`config.mk`:
```
export PLATFORM = sky130hd
export DESIGN_NAME = tiny16_bus_master
export DESIGN_NICKNAME = d
export VERILOG_FILES = /design/src/rtl/tiny16_bus_pkg.sv /design/src/rtl/tiny16_bus_master.sv
export SDC_FILE = /design/constraint.sdc
export NUM_CORES = 1
export LEC_CHECK = 0
export CAP_MARGIN = 20
export CORE_AREA = 2 2 67 101
export DETAILED_ROUTE_END_ITERATION = 10
export DIE_AREA = 0 0 69 103
export PLACE_DENSITY = 0.74
export SYNTH_ARGS = -nofsm -noshare
export SYNTH_HDL_FRONTEND = slang
export SYNTH_SLANG_ARGS = --single-unit
```
`constraint.sdc`:
```
create_clock -name clk -period 1.4 [get_ports clk]
set_input_delay 0.35 -clock clk [delete_from_list [all_inputs] [get_ports clk]]
set_output_delay 0.35 -clock clk [all_outputs]
set_load 0.01 [all_outputs]
```
`src/rtl/tiny16_bus_pkg.sv`:
```
// Shared definitions for the tiny16 strobe-bus initiator: state encoding and timing defaults.
package tiny16_bus_pkg;

  typedef enum logic [1:0] {
    StIdle   = 2'd0,
    StSetup  = 2'd1,
    StStrobe = 2'd2,
    StHold   = 2'd3
  } bus_state_e;

  localparam int unsigned DefAddrWidth    = 16;
  localparam int unsigned DefDataWidth    = 16;
  localparam int unsigned DefSetupCycles  = 1;
  localparam int unsigned DefStrobeCycles = 2;
  localparam int unsigned DefHoldCycles   = 1;
  localparam int unsigned DefWaitTimeout  = 15;

  localparam logic StrobeInactive = 1'b1;

  function automatic int unsigned max3(input int unsigned a, input int unsigned b,
                                       input int unsigned c);
    int unsigned m;
    m = (a > b) ? a : b;
    return (m > c) ? m : c;
  endfunction

endpackage

```
`src/rtl/tiny16_bus_master.sv`:
```
// tiny16 strobe-bus initiator: one valid/ready request becomes one SETUP/STROBE/HOLD bus cycle.
// Optional TINY16_BUS_WAIT_EN adds bus_nwait strobe extension with a timeout error response.
module tiny16_bus_master
  import tiny16_bus_pkg::*;
#(
  parameter int unsigned ADDR_WIDTH    = DefAddrWidth,
  parameter int unsigned DATA_WIDTH    = DefDataWidth,
  parameter int unsigned SETUP_CYCLES  = DefSetupCycles,
  parameter int unsigned STROBE_CYCLES = DefStrobeCycles,
  parameter int unsigned HOLD_CYCLES   = DefHoldCycles
`ifdef TINY16_BUS_WAIT_EN
  ,
  parameter int unsigned WAIT_TIMEOUT  = DefWaitTimeout
`endif
) (
  input  logic                  clk,
  input  logic                  reset,
  input  logic                  req_valid,
  output logic                  req_ready,
  input  logic                  req_we,
  input  logic [ADDR_WIDTH-1:0] req_addr,
  input  logic [DATA_WIDTH-1:0] req_wdata,
  output logic                  resp_valid,
  output logic [DATA_WIDTH-1:0] resp_rdata,
  output logic                  resp_error,
  output logic [ADDR_WIDTH-1:0] bus_address,
  output logic                  bus_nrd,
  output logic                  bus_nwr,
  output logic [DATA_WIDTH-1:0] bus_wdata,
`ifdef TINY16_BUS_WAIT_EN
  input  logic                  bus_nwait,
`endif
  input  logic [DATA_WIDTH-1:0] bus_rdata
);

  localparam int unsigned CntW =
      $clog2(max3(SETUP_CYCLES, STROBE_CYCLES, HOLD_CYCLES)) + 1;

  if (SETUP_CYCLES == 0 || STROBE_CYCLES == 0 || HOLD_CYCLES == 0) begin : g_param_check
    $fatal(1, "tiny16_bus_master: every phase length must be at least one cycle");
  end

  bus_state_e      state_q;
  logic [CntW-1:0] cnt_q;
  logic            we_q;
  logic            accept;
  logic            phase_done;
  logic            wait_ext;
  logic            strobe_end;
  logic            hold_end;
  logic            capture_ok;

  assign req_ready  = (state_q == StIdle);
  assign accept     = req_valid && req_ready;
  assign phase_done = (cnt_q == '0);

`ifdef TINY16_BUS_WAIT_EN
  localparam int unsigned WaitW = $clog2(WAIT_TIMEOUT + 1) + 1;

  logic [WaitW-1:0] wait_cnt_q;
  logic             err_q;
  logic             wait_timeout;

  // Extension only counts on the last strobe cycle; one more low cycle past the limit aborts.
  assign wait_ext     = !bus_nwait && (wait_cnt_q != WaitW'(WAIT_TIMEOUT));
  assign wait_timeout = !bus_nwait && (wait_cnt_q == WaitW'(WAIT_TIMEOUT));
  assign capture_ok   = !we_q && !wait_timeout;
`else
  assign wait_ext   = 1'b0;
  assign capture_ok = !we_q;
  assign resp_error = 1'b0;
`endif

  assign strobe_end = (state_q == StStrobe) && phase_done && !wait_ext;
  assign hold_end   = (state_q == StHold) && phase_done;

  always_ff @(posedge clk) begin : fsm
    if (reset) begin
      state_q <= StIdle;
      cnt_q   <= '0;
      we_q    <= 1'b0;
`ifdef TINY16_BUS_WAIT_EN
      wait_cnt_q <= '0;
      err_q      <= 1'b0;
`endif
    end else begin
      unique case (state_q)
        StIdle: begin
          if (accept) begin
            state_q <= StSetup;
            cnt_q   <= CntW'(SETUP_CYCLES - 1);
            we_q    <= req_we;
          end
        end
        StSetup: begin
          if (phase_done) begin
            state_q <= StStrobe;
            cnt_q   <= CntW'(STROBE_CYCLES - 1);
`ifdef TINY16_BUS_WAIT_EN
            wait_cnt_q <= '0;
            err_q      <= 1'b0;
`endif
          end else begin
            cnt_q <= cnt_q - 1'b1;
          end
        end
        StStrobe: begin
          if (!phase_done) begin
            cnt_q <= cnt_q - 1'b1;
          end else if (wait_ext) begin
`ifdef TINY16_BUS_WAIT_EN
            wait_cnt_q <= wait_cnt_q + 1'b1;
`endif
          end else begin
            state_q <= StHold;
            cnt_q   <= CntW'(HOLD_CYCLES - 1);
`ifdef TINY16_BUS_WAIT_EN
            err_q   <= wait_timeout;
`endif
          end
        end
        StHold: begin
          if (phase_done) begin
            state_q <= StIdle;
          end else begin
            cnt_q <= cnt_q - 1'b1;
          end
        end
        default: state_q <= StIdle;
      endcase
    end
  end

  always_ff @(posedge clk) begin : out_regs
    if (reset) begin
      bus_nrd     <= StrobeInactive;
      bus_nwr     <= StrobeInactive;
      bus_address <= '0;
      bus_wdata   <= '0;
      resp_rdata  <= '0;
      resp_valid  <= 1'b0;
`ifdef TINY16_BUS_WAIT_EN
      resp_error  <= 1'b0;
`endif
    end else begin
      resp_valid <= hold_end;
`ifdef TINY16_BUS_WAIT_EN
      resp_error <= hold_end && err_q;
`endif
      if (accept) begin
        bus_address <= req_addr;
        if (req_we) begin
          bus_wdata <= req_wdata;
        end
      end
      if ((state_q == StSetup) && phase_done) begin
        bus_nrd <= we_q;
        bus_nwr <= !we_q;
      end else if (strobe_end) begin
        bus_nrd <= StrobeInactive;
        bus_nwr <= StrobeInactive;
        if (capture_ok) begin
          resp_rdata <= bus_rdata;
        end
      end
    end
  end

endmodule
```
==> results.json, run 1 <==
{
  "outcome": "finished, violations left",
  "violations": "negative setup slack",
  "cts_buffers": 5,
  "arrival_ns": 1.76,
  "postLayoutCellArea_um2": 3720,
  "period_needed_ns": 1.51,
  "start_util": 0.356,
  "whs_ns": 0.402,
  "drive_gt1_frac": 0.217,
  "num-nets-final": 442,
  "drc": 0,
  "final_cells": 458,
  "synth-edff-count": 0,
  "combinationalPowerShare": 0.468,
  "hold_path.startpoint": "reset",
  "diodes": 0,
  "clock_latency_ns": 0.31,
  "cts_hold_buffers": 0,
  "rows": 36,
  "mostFrequentLayoutCell": "nand2_1",
  "fillCellCount": 568,
  "required_ns": 1.65,
  "grt_pass1_wl_um": 9020,
  "yosys_most_used_dff": "dfxtp_1",
  "syn_area_per_cell_um2": 8.35,
  "crit_slowest_cell": "dfxtp_4",
  "critPathTopFamily": "buffers and inverters",
  "p_seq_frac": 0.370,
  "final_cell_mix": "nand2_1 (83), dfxtp_1 (53), dlygate4sd2_1 (51)",
  "totalWireLength_um": 5840,
  "endpoint_kind": "flop",
  "switching_power_w": 0.00190,
  "clockBufferDepth": 2,
  "grt_overflow": 0,
  "crit_fanout": 8,
  "rsz0062_at_grt": "true",
  "utilization": 0.590,
  "regArea_um2": 1130,
  "die_width_um": 69,
  "clock-skew-final_ns": 0.0111,
  "syn_inst": 269,
  "cpPeakStageDelay_ns": 0.37,
  "cts_root_buf": "clkbuf_8",
  "wl_per_cell_um": 12.8,
  "multi_input_area_um2": 1170,
  "first_global_vias": 2033,
  "hold_end": "cnt_q[0]$_SDFFE_PP0P_",
  "power.density_nw_per_um2": 1470,
  "swShare": 0.346,
  "clk_pin_slew_ns": 0.10,
  "boundaryPins": 105,
  "die-area_um2": 7110,
  "area_growth_pct": 65.7,
  "antenna_found_initial": 0,
  "yosysWarningCount": 0,
  "numPortBuffers": 103,
  "place_congestion": 0.783,
  "setup_viol": 16,
  "cts.sinks": 56,
  "via_per_inst": 4.71,
  "dp.cells": 447,
  "place_hpwl_um": 4240,
  "p_leak_nw": 1.60,
  "r2r_end": "resp_rdata[4]$_SDFFE_PP0P_",
  "maxCapViolCount": 0,
  "intPower_w": 0.00358,
  "ys_async_sr_fraction": 0,
  "r2r_slack_ns": -0.11,
  "max-vdd-ir-drop_uv": 863,
  "rr_startpoint": "state_q[1]$_SDFFE_PP0P_",
  "post_dp_cell_area_um2": 3520,
  "fin_total_pwr_w": 0.00548,
  "cp-start-kind": "flop",
  "reg2reg_depth": 8,
  "worst_slack_ns": -0.111,
  "hold_viol": 0,
  "cp_cell_sequence": "inv_2 -> buf_6 -> ha_4 -> nor4bb_4 -> buf_4 -> buf_12 -> nand2_2 -> a21oi_2",
  "die_h_um": 103,
  "h-tree-depth": 2,
  "clkPwrFrac": 0.162,
  "synth_cell_types": 33,
  "crit_buf_inv": 4,
  "firstDrtPassIters": 4,
  "ant_nets": 0,
  "maxSlewViolCount": 0,
  "grt_start_max_net_pins": 37,
  "ys_ff_latch": 56,
  "ys_seq_area_frac": 0.499,
  "hold-path-cell-count": 3,
  "holdCritPathClass": "in -> reg",
  "fin_crit_sh": 1.08,
  "drt_iter0_drc": 83,
  "grt_usage": 0.155,
  "core_area_um2": 6310,
  "fmax_ghz": 0.662,
  "vias": 2159,
  "cts_tree": "done",
  "syn_nets": 330,
  "crit_type": "reg -> reg",
  "synth_area_um2": 2250
}
worst max path at each step:
stage | start | depth (start not counted) | endpoint
2_1_floorplan | state_q[1]$_SDFFE_PP0P_ | 8 | resp_rdata[6]$_SDFFE_PP0P_
3_3_place_gp | state_q[1]$_SDFFE_PP0P_ | 7 | resp_rdata[5]$_SDFFE_PP0P_
3_5_place_dp | req_valid | 5 | bus_wdata[8]$_SDFFE_PP0P_
4_1_cts | state_q[1]$_SDFFE_PP0P_ | 7 | resp_rdata[3]$_SDFFE_PP0P_
5_1_grt | state_q[1]$_SDFFE_PP0P_ | 8 | resp_rdata[4]$_SDFFE_PP0P_
6_report | state_q[1]$_SDFFE_PP0P_ | 8 | resp_rdata[4]$_SDFFE_PP0P_
timing repair:
action | in CTS | in global routing
pin swaps | 2 | 12
gates resized for setup | 58 | 35
setup buffers | 0 | 2
setup endpoints to repair | 72 | 32
cloned | 0 | 1
worst register-to-register path: stages (launching register included):
cell,delay (ns)
dfxtp_4,0.37
inv_2,0.05
buf_6,0.11
ha_4,0.16
nor4bb_4,0.25
buf_4,0.18
buf_12,0.14
nand2_2,0.07
a21oi_2,0.12
flip-flops by register name, indices dropped and copies added (netlist names):
signal	cells
state_q	2
bus_address	16
we_q	1
bus_wdata	16
cnt_q	2
resp_valid	1
bus_nwr	1
resp_rdata	16
bus_nrd	1
layout make-up:
class	count	share of cell area
clock buffer	5	0.0185
clock inverter	3	0.00571
inverter	5	0.00504
tap	76	0.0255
multi-input combinational	190	0.316
timing repair buffer	123	0.327
sequential	56	0.303
Yosys cell counts, drive strengths merged (2+ instances only):
cell	n	area, µm²
nand2	98	375
dfxtp	56	1120
a21oi	50	288
buf	12	78.8
ha	9	113
clkbuf	6	23.8
inv	5	18.8
nand2b	5	31.3
nor2	3	11.3
nor2b	3	18.8
and2	2	12.5
mux2i	2	20.0
nand3	2	10.0
o21a	2	15.0
o32ai	2	17.5
power groups by stage:
| stage | Clock, W | Combinational (W) | Sequential (W) |
|---|---|---|---|
| 2_1_floorplan | 0 | 0.00109 | 0.00218 |
| 3_3_place_gp | 0 | 0.00236 | 0.00206 |
| 3_5_place_dp | 0 | 0.00239 | 0.00207 |
| 4_1_cts | 0.000931 | 0.00226 | 0.00202 |
| 5_1_grt | 0.000989 | 0.00278 | 0.00207 |
| 6_report | 0.000888 | 0.00256 | 0.00203 |
layer usage:
metal,vias up,GRT usage,share of wire
met2,84,0.290,0.54
met4,0,0.0498,0.014
met1,978,0.166,0.37
met5,-,0,0
li1,1088,-,-
met3,9,0.0508,0.072
stage by stage:
stage | TNS (ns) | worst slack [ns]
2_1_floorplan | -0.304 | -0.0313
3_3_place_gp | -3.30 | -0.0913
3_5_place_dp | -4.58 | -0.134
4_1_cts | -1.84 | -0.142
5_1_grt | -2.62 | -0.175
6_report | -1.44 | -0.111
kinds of logic (layout without fill, tap and decap cells):
kind of cell / Yosys count / count (layout) / share of synthesized area
adder cells (fa/ha/maj): 9 / 9 / 0.0501
AO/OA/AOI/OAI: 60 / 60 / 0.163
AND/OR/NAND/NOR: 118 / 118 / 0.224
flip-flops: 56 / 56 / 0.499
multiplexers: 2 / 2 / 0.00891
buffers and inverters: 23 / 136 / 0.0540
other: 1 / 1 / 0.00167
(Power assumes the default switching activity.)
==> run 2: changes to the inputs <==
- CTS_BUF_LIST: not set -> sky130_fd_sc_hd__clkbuf_8 sky130_fd_sc_hd__clkbuf_16
==> results of run 2 <==
Same layout as run 1: the final DEF is identical, and so are final timing and power.
